--- src/rtl/sd_decimator_pkg.sv ---
// Shared definitions for the sigma-delta decimator.
// Holds the CIC datapath widths, the minimum decimation ratio, the comb
// sequencer state encoding and two helpers: effective ratio decode and
// output saturation.
package sd_pkg;

    localparam int CIC_WIDTH = 26;
    localparam int PCM_WIDTH = 24;
    localparam int CIC_ORDER = 3;
    localparam int R_MIN     = 4;

    // Saturation bounds expressed at CIC width for direct comparison.
    localparam logic signed [CIC_WIDTH-1:0] SAT_HI = 26'sd8388607;
    localparam logic signed [CIC_WIDTH-1:0] SAT_LO = -26'sd8388608;

    typedef enum logic [2:0] {
        SEQ_IDLE = 3'd0,
        SEQ_C1   = 3'd1,
        SEQ_C2   = 3'd2,
        SEQ_C3   = 3'd3,
        SEQ_OUT  = 3'd4
    } seqState_t;

    // Decimation ratio decode: 0 means 256, anything below R_MIN clamps up.
    function automatic logic [8:0] effRatio(input logic [7:0] r);
        if (r == 8'd0) begin
            return 9'd256;
        end else if (r < 8'(R_MIN)) begin
            return 9'(R_MIN);
        end else begin
            return {1'b0, r};
        end
    endfunction

    // Clamp a CIC-width signed value into the PCM range.
    function automatic logic [PCM_WIDTH-1:0] satPcm(input logic signed [CIC_WIDTH-1:0] v);
        logic signed [CIC_WIDTH-1:0] clamped;
        if (v > SAT_HI) begin
            clamped = SAT_HI;
        end else if (v < SAT_LO) begin
            clamped = SAT_LO;
        end else begin
            clamped = v;
        end
        return clamped[PCM_WIDTH-1:0];
    endfunction

endpackage

--- src/rtl/sd_decimator_cic_integrator.sv ---
// Single CIC integrator stage: a wrapping accumulator that adds din on
// every enabled cycle.
//   clock    - rising-edge clock
//   reset_n  - synchronous active-low reset, clears the accumulator
//   enable   - 1 = accumulate this cycle, 0 = hold
//   din      - addend (two's complement, CIC width)
//   acc      - registered accumulator value
//   accNext  - acc + din, the value acc takes at the next enabled edge
module cic_integrator
    import sd_pkg::*;
(
    input  logic                 clock,
    input  logic                 reset_n,
    input  logic                 enable,
    input  logic [CIC_WIDTH-1:0] din,
    output logic [CIC_WIDTH-1:0] acc,
    output logic [CIC_WIDTH-1:0] accNext
);

    // Modular arithmetic: overflow wraps, which the comb stages undo.
    assign accNext = acc + din;

    always_ff @(posedge clock) begin
        if (!reset_n) begin
            acc <= '0;
        end else if (enable) begin
            acc <= accNext;
        end
    end

endmodule

--- src/rtl/sd_decimator.sv ---
// Third-order CIC decimator for a 1-bit sigma-delta stream.
//   clock        - sole clock, rising edge
//   reset_n      - synchronous active-low reset
//   bitIn        - sigma-delta bit, 1 -> +1, 0 -> -1
//   enable       - consume bitIn this cycle (freezes integrators/counter when 0)
//   decimRatio   - decimation ratio R (0 = 256, 1..3 clamp to 4)
//   outShift     - arithmetic right shift applied to the comb result
//   pcmReady     - downstream accepts pcmOut this cycle
//   overrunClear - clears the sticky overrun flag
//   pcmOut       - signed 24-bit decimated sample
//   pcmValid     - pcmOut holds an untransferred sample
//   overrun      - sticky, a finished sample was dropped
// Handshake: a sample transfers in any cycle where pcmValid and pcmReady are
// both 1; pcmOut/pcmValid are held stable until that happens.
module sd_decimator
    import sd_pkg::*;
(
    input  logic                 clock,
    input  logic                 reset_n,
    input  logic                 bitIn,
    input  logic                 enable,
    input  logic [7:0]           decimRatio,
    input  logic [4:0]           outShift,
    input  logic                 pcmReady,
    input  logic                 overrunClear,
    output logic [PCM_WIDTH-1:0] pcmOut,
    output logic                 pcmValid,
    output logic                 overrun
);

    logic [CIC_WIDTH-1:0] xIn;
    logic [CIC_WIDTH-1:0] i1, i2, i3;
    logic [CIC_WIDTH-1:0] i1Next, i2Next, i3Next;

    assign xIn = bitIn ? CIC_WIDTH'(1) : {CIC_WIDTH{1'b1}};

    // Each stage adds the previous stage's registered value.
    cic_integrator u_int1 (.clock(clock), .reset_n(reset_n), .enable(enable),
                           .din(xIn), .acc(i1), .accNext(i1Next));
    cic_integrator u_int2 (.clock(clock), .reset_n(reset_n), .enable(enable),
                           .din(i1), .acc(i2), .accNext(i2Next));
    cic_integrator u_int3 (.clock(clock), .reset_n(reset_n), .enable(enable),
                           .din(i2), .acc(i3), .accNext(i3Next));

    // Decimation counter and frame ratio
    logic [7:0] decimCount;
    logic [8:0] rLatch;
    logic       tick;

    assign tick = enable && ({1'b0, decimCount} == (rLatch - 9'd1));

    always_ff @(posedge clock) begin
        if (!reset_n) begin
            decimCount <= '0;
            rLatch     <= effRatio(decimRatio);
        end else if (enable) begin
            if (tick) begin
                decimCount <= '0;
                rLatch     <= effRatio(decimRatio);
            end else begin
                decimCount <= decimCount + 8'd1;
            end
        end
    end

    // Comb sequencer. Ticks are at least R_MIN cycles apart, so a new tick
    // can only coincide with IDLE or OUT, never with C1..C3.
    seqState_t            seqState;
    logic [CIC_WIDTH-1:0] combIn, sD, c1, c1D, c2, c2D, c3;

    always_ff @(posedge clock) begin
        if (!reset_n) begin
            seqState <= SEQ_IDLE;
            combIn   <= '0;
            sD       <= '0;
            c1       <= '0;
            c1D      <= '0;
            c2       <= '0;
            c2D      <= '0;
            c3       <= '0;
        end else begin
            case (seqState)
                SEQ_IDLE: begin
                    if (tick) begin
                        combIn   <= i3Next;
                        seqState <= SEQ_C1;
                    end
                end
                SEQ_C1: begin
                    c1       <= combIn - sD;
                    sD       <= combIn;
                    seqState <= SEQ_C2;
                end
                SEQ_C2: begin
                    c2       <= c1 - c1D;
                    c1D      <= c1;
                    seqState <= SEQ_C3;
                end
                SEQ_C3: begin
                    c3       <= c2 - c2D;
                    c2D      <= c2;
                    seqState <= SEQ_OUT;
                end
                SEQ_OUT: begin
                    if (tick) begin
                        combIn   <= i3Next;
                        seqState <= SEQ_C1;
                    end else begin
                        seqState <= SEQ_IDLE;
                    end
                end
                default: seqState <= SEQ_IDLE;
            endcase
        end
    end

    // Output stage
    logic signed [CIC_WIDTH-1:0] shifted;
    logic [1:0]                  warmCount;
    logic                        outStrobe;
    logic                        dropSample;
    logic                        loadSample;

    assign shifted = $signed(c3) >>> outShift;
    // The first two frames only fill the comb delay history.
    assign outStrobe  = (seqState == SEQ_OUT) && (warmCount == 2'd2);
    assign dropSample = outStrobe && pcmValid && !pcmReady;
    assign loadSample = outStrobe && !dropSample;

    always_ff @(posedge clock) begin
        if (!reset_n) begin
            warmCount <= '0;
            pcmOut    <= '0;
            pcmValid  <= 1'b0;
            overrun   <= 1'b0;
        end else begin
            if ((seqState == SEQ_OUT) && (warmCount != 2'd2)) begin
                warmCount <= warmCount + 2'd1;
            end
            if (loadSample) begin
                pcmOut   <= satPcm(shifted);
                pcmValid <= 1'b1;
            end else if (pcmValid && pcmReady) begin
                pcmValid <= 1'b0;
            end
            // Setting takes priority over a simultaneous clear.
            if (dropSample) begin
                overrun <= 1'b1;
            end else if (overrunClear) begin
                overrun <= 1'b0;
            end
        end
    end

endmodule

--- config.mk ---
export PLATFORM = sky130hd
export DESIGN_NAME = sd_decimator
export DESIGN_NICKNAME = d
export VERILOG_FILES = /design/src/rtl/sd_decimator_pkg.sv /design/src/rtl/sd_decimator_cic_integrator.sv /design/src/rtl/sd_decimator.sv
export SDC_FILE = /design/constraint.sdc
export NUM_CORES = 1
export LEC_CHECK = 0
export ABC_AREA = 1
export CAP_MARGIN = 15
export CORE_MARGIN = 2
export CORE_UTILIZATION = 30
export CTS_CLUSTER_SIZE = 28
export DETAILED_ROUTE_END_ITERATION = 8
export PLACE_DENSITY = 0.54
export SLEW_MARGIN = 20
export SYNTH_ARGS = -nofsm -noshare
export SYNTH_HDL_FRONTEND = slang
export SYNTH_HIERARCHICAL = 1
export SYNTH_SLANG_ARGS = --single-unit
--- constraint.sdc ---
create_clock -name clock -period 3.23 [get_ports clock]
set_input_delay 0.323 -clock clock [delete_from_list [all_inputs] [get_ports clock]]
set_output_delay 0.323 -clock clock [all_outputs]
set_load 0.02 [all_outputs]
==> results by group, run 1 <==
Status
  – Outcome: completed

Routing
  – DRC: 0
  – Starting DRT DRC Count: 1372
  – Routed WL: about 66000 um
  – Vias: roughly 23000
  – Final ANT Viol Nets: 0
  – Via density per instance: approximately 4.6
  – Detailed-router iteration count before antenna repair: 5
  – Routed length per instance: between 10 and 15 um

GRT
  – Number of global-route vias before repair: roughly 21000
  – Antenna violations before repair: 0
  – Pin count of the biggest net entering global routing: 124
  – First-pass GRT wire length: 109000 um
  – Total track usage: between 15 and 20%
  – Gr ovfl total: 0

Power
  – Gate power share: a little under a fifth
  – Maximum VDD drop: between 0.3 and 0.4 mV
  – Sw Share: between 30% and 40%
  – Clock power frac: between 40% and 50%
  – Internal cell power: between 0.007 and 0.008 W
  – Pwr/cell area: between 400 and 500 nW/um^2
  – Leakage: around 14 nW
  – Sw Pwr: between 0.003 and 0.004 W
  – Sequential share of power: 36.7%

Critical path
  – Critical-path top delay cell: nand3_4
  – Critical Path Sink Type: flop
  – CP max stage delay: 0.51 ns
  – Critical Path Fanout Max: 51
  – CP cell instances: inv_1 -> ha_1 -> nand3_1 -> inv_1 -> nand3_1 -> xnor2_1 -> nor2_1 -> nand3_4 -> buf_4 -> nand2_1 -> nand2_1 -> nor2_1
  – Origin of the critical flop-to-flop path: rLatch[0]
  – RR Endpoint: combIn[15]
  – Critical Path AT: between 3 and 4 ns
  – FF-to-FF setup slack: approximately 0.65 ns
  – Class of the most critical setup path: flop to flop
  – CP required: about 3.7 ns
  – CP Launch Type: flop
  – Worst r2r path cells: 12

Yosys
  – Mapped cell area: ~23000 sq um
  – Post-Syn Area per Cell: between 6 and 7 sq um
  – Synthesis warning total: 6
  – Syn Inst Count: 3866
  – Syn_nets: approximately 4000

Floorplanning
  – # IOs: 45
  – Chip Height: about 280 um
  – Die Wd: approximately 280 um
  – Die ar.: 80300 sq um
  – Core Area: approximately 77000 sq um
  – FP Rows: between 100 and 150
  – Initial Util: a little under a third

Placement
  – Port Buffer Count: 44
  – GP Congestion: around 0.89
  – DP HPWL: around 50000 um

Timing
  – Fin. max-slew vios: 0
  – Hold_ws: 0.213 ns
  – Setup_tns: 0 ns
  – Final Setup Violations: 0
  – Setup Skew: 0.0338 ns
  – RSZ-0062 raised after global routing: no
  – Crit path time final: about 2.6 ns
  – Worst-margin pin slew: a little over 0.9 ns
  – Slew headroom: 38.3%
  – Maximum clock frequency: roughly 0.39 GHz
  – Period utilisation layout: 79.7%
  – Fin. Hold Viols: 0

CTS
  – Worst-Skew Late Latency: around 0.57 ns
  – Post-CTS setup buffer count: 0
  – Sink Count: 308
  – CTS clk-pin slew, worst paths: 0.06 ns
  – H-Tree Depth: 2
  – CTS tree: yes
  – Number of buffers created by CTS: 42
  – Cts repair resizes: 0
  – Post-CTS Hold Fix Bufs: 0
  – Clk root buf: clkbuf_16
  – Max clock buf depth: 3

Finish
  – Area Overhead vs Synth: 12.4%
  – Antenna diode count: 0
  – Fill count: slightly below 9000
  – Nets: 4041
  – Layout cells sized above 1: approximately 4.8%

Worst hold path
  – Min-Delay Path Class: primary input to flop
  – Hold Crit Depth: 3
  – Hold path startpoint: reset_n
  – Min-Delay Endpoint: c3[8]

Run
  – Maxcap violations: 0
## how the worst max path moves through the flow
stage | from | endpoint | slack (ns)
after floorplan | bitIn | u_int1/acc[16] | 0.87
after global placement | bitIn | u_int1/acc[16] | 0.57
after detailed placement | bitIn | u_int1/acc[17] | 0.56
after CTS | rLatch[0] | combIn[15] | 0.62
after global routing | rLatch[0] | combIn[17] | 0.36
final | rLatch[0] | combIn[15] | 0.65
## power groups by stage
stage,Sequential [W],Combinational (W),Clock [W]
global placement,0.00417,0.00207,0
detailed placement,0.00417,0.00208,0
global route,0.00409,0.00241,0.00523
CTS,0.00409,0.00209,0.00511
floorplan,0.00409,0.00161,0
finish,0.00408,0.00209,0.00494
## per-stage QoR
| stage | cells | utilization, % | setup WS [ns] | total power [W] | cell area (sq um) |
|---|---|---|---|---|---|
| floorplan | 3866 | - | 0.868 | 0.00570 | 23400 |
| global placement | 4859 | 32.2 | 0.571 | 0.00625 | 24900 |
| detailed placement | 4859 | 32.2 | 0.557 | 0.00625 | 24900 |
| CTS | 4933 | 34.0 | 0.622 | 0.0113 | 26300 |
| global route | 4933 | 34.0 | 0.358 | 0.0117 | 26300 |
| finish | 4933 | 34.0 | 0.655 | 0.0111 | 26300 |
## cells in the final DEF (no fill, tap or decap), types with 27 or more instances in the layout
cell / n
clkdlybuf4s50_1: 42
clkbuf_16: 44
nand4_1: 56
nand3_1: 337
dfxtp_1: 299
nand2_1: 986
ha_1: 153
inv_1: 618
xor2_1: 59
a21oi_1: 234
o211ai_1: 27
o21ai_0: 203
nor2_1: 510
## critical path, delay by kind of cell, from the launching register on
kind,cells,cell delay [ns]
adder cells (fa/ha/maj),1,0.21
XOR/XNOR,1,0.13
flip-flops,1,0.39
AND/OR/NAND/NOR,7,1.17
buffers and inverters,3,0.54
## state kept, by name (all words and copies together), names as in the netlist, 2 cells and up
signal	count
pcmOut	24
c2D	26
u_int1/acc	26
sD	26
decimCount	8
u_int3/acc	26
combIn	26
c1D	26
c3	26
seqState	3
c1	26
rLatch	9
warmCount	2
u_int2/acc	26
c2	26
## per-layer routing
metal  global-route usage (%)  share of wire, %  vias up
met4                     4.47               2.5        0
met2                     27.8                46      331
met3                     1.86               3.1       90
met1                     21.1                48    10100
met5                        0                 0        -
li1                         -                 -    12300
## layout make-up
cell class / count / area, sq um / share of cell area [%]
multi-input cells: 2795 / 14200 / 54.1
repair buffers: 69 / 648 / 2.46
well taps: 1040 / 1300 / 4.94
flip-flops and latches: 308 / 6260 / 23.8
clock inverters: 18 / 262 / 0.993
inverters: 647 / 2430 / 9.24
clock buffers: 56 / 1190 / 4.51
Note: power is estimated with default switching activity, not from simulation.
==> run 2, diff against run 1 <==
==> constraint.sdc (replaced) <==
create_clock -name clock -period 2.5 [get_ports clock]
set_input_delay 0.25 -clock clock [delete_from_list [all_inputs] [get_ports clock]]
set_output_delay 0.25 -clock clock [all_outputs]
set_load 0.02 [all_outputs]
==> results by group, run 2 (same netlist as run 1, synthesis figures left out) <==
Finish
  – Post-route cell area: ~27000 sq um
  – Layout cells sized above 1: under 10%
  – Antenna diode count: 0
  – Most common cell after layout, fill and taps aside: nand2_1
  – Most frequent cells in the layout: nand2_1, inv_1, nor2_1
  – Core Util, Final: between 30% and 40%
  – Area Overhead vs Synth: 14.5%
  – Nets: around 4100

Routing
  – Starting DRT DRC Count: roughly 1300
  – Final ANT Viol Nets: 0
  – DRC: 0
  – Routed WL: 66200 um
  – Routed length per instance: about 13 um
  – Detailed-router iteration count before antenna repair: 6
  – Vias: 23000
  – Via density per instance: between 4 and 5

Placement
  – GP Congestion: slightly below 0.9
  – Area post-placement: approximately 25000 sq um
  – DP HPWL: 51700 um
  – Port Buffer Count: 44
  – Pre-CTS setup slack: -0.0101 ns

Timing
  – Hold_ws: 0.0614 ns
  – Fin. Hold Viols: 0
  – Final Setup Violations: 0
  – Period utilisation layout: ~91%
  – RSZ-0062 raised after global routing: no
  – Final worst slack: approximately 0.22 ns
  – Setup Skew: approximately 0.036 ns
  – Slew headroom: 60.4%
  – Maximum clock frequency: about 0.44 GHz
  – Crit path time final: ~2.3 ns
  – Fin. max-slew vios: 0
  – Worst-margin pin slew: just under 0.6 ns
  – Setup_tns: 0 ns

CTS
  – H-Tree Depth: 2
  – Sink Count: 308
  – Clk root buf: clkbuf_16
  – CTS tree: yes
  – Post-CTS setup buffer count: 0
  – Max clock buf depth: 3
  – Worst-Skew Late Latency: 0.58 ns
  – Cts repair resizes: 0
  – Number of buffers created by CTS: 43
  – Post-CTS Hold Fix Bufs: 0
  – CTS clk-pin slew, worst paths: 0.06 ns

Critical path
  – Class of the most critical setup path: flop to flop
  – CP required: ~3 ns
  – Critical Path Fanout Max: 3
  – CP Launch Type: flop
  – Origin of the critical flop-to-flop path: u_int2/acc[0]
  – Critical Path Sink Type: flop
  – CP Capture Point: combIn[10]
  – Critical Path AT: ~2.8 ns
  – Worst r2r path cells: 11
  – FF-to-FF setup slack: 0.22 ns
  – CP Launch Point: u_int2/acc[0]
  – RR Endpoint: combIn[10]

Power
  – Internal cell power: slightly below 0.01 W
  – Sw Share: just over 30%
  – Gate power share: between 20% and 30%
  – Pwr/cell area: around 530 nW/um^2
  – Sw Pwr: 0.00439 W
  – Maximum VDD drop: roughly 0.44 mV
  – Clock power frac: a little over two fifths
  – Sequential share of power: 37.2%
  – Leakage: 14.3 nW

Floorplanning
  – FP Rows: about 100
  – Chip Height: 283 um
  – Die Wd: between 200 and 300 um
  – Die ar.: ~80000 sq um
  – # IOs: 45
  – Core Area: 77300 sq um
  – Initial Util: just over 30%

GRT
  – Pin count of the biggest net entering global routing: 61
  – Antenna violations before repair: 0
  – First-pass GRT wire length: roughly 110000 um
  – Number of global-route vias before repair: 21400
  – Gr ovfl total: 0
  – Total track usage: between 15 and 20%

Worst hold path
  – Min-Delay Path Class: primary input to flop

Status
  – Outcome: completed

Run
  – Maxcap violations: 0
run 2: cell count changes in the layout (fill, tap and decap cells not counted), sizes merged:
cell      change
inv           +1
bufinv        -2
clkinv        +7
clkinvlp      -2
clkbuf        -3
buf          +61
run 2: worst min-delay path by stage:
stage	start	cells after the start	slack, ns	end
2_1_floorplan	reset_n	2	0.39	u_int1/acc[0]
3_3_place_gp	c1D[6]	2	0.44	c1D[6]
3_5_place_dp	c2D[20]	2	0.45	c2D[20]
4_1_cts	enable	2	0.03	u_int2/acc[1]
5_1_grt	enable	2	0.06	u_int2/acc[1]
6_report	enable	2	0.06	u_int2/acc[1]
run 2: worst max-delay path, stage by stage, from the launching register on:
cell	delay (ns)
dfxtp_2	0.34
ha_2	0.19
inv_1	0.05
fa_1	0.39
nand3b_1	0.24
buf_4	0.17
nor2_1	0.10
nand2_1	0.06
nand3b_1	0.14
xor2_1	0.32
nor2_1	0.09
nor2_1	0.12
run 2: cell type report:
class                           count  area, sq um
Fill cell                        8689        50500
Multi-Input combinational cell   2795        14300
Sequential cell                   308         6260
Inverter                          647         2430
Tap cell                         1040         1300
Timing Repair Buffer              130         1170
Clock buffer                       53         1140
Clock inverter                     22          256
run 2: stage by stage:
step           std cells  power [W]
6_report            4995     0.0142
3_3_place_gp        4920    0.00824
2_1_floorplan       3866    0.00737
5_1_grt             4995     0.0151
3_5_place_dp        4920    0.00824
4_1_cts             4995     0.0145
run 2: routing by layer:
metal / vias to the layer above / track usage (%) / part of all wire, %
met5: - / 0 / 0
met4: 0 / 3.96 / 2.0
met3: 75 / 1.96 / 3.3
met2: 300 / 28.2 / 47
met1: 10200 / 21.2 / 48
li1: 12400 / - / -
run 2: power groups by stage:
stage / clock (W) / sequential [W] / combinational, W
after floorplan: 0 / 0.00529 / 0.00208
after global placement: 0 / 0.00540 / 0.00284
after detailed placement: 0 / 0.00540 / 0.00284
after CTS: 0.00633 / 0.00529 / 0.00286
after global routing: 0.00653 / 0.00530 / 0.00326
final: 0.00608 / 0.00528 / 0.00285
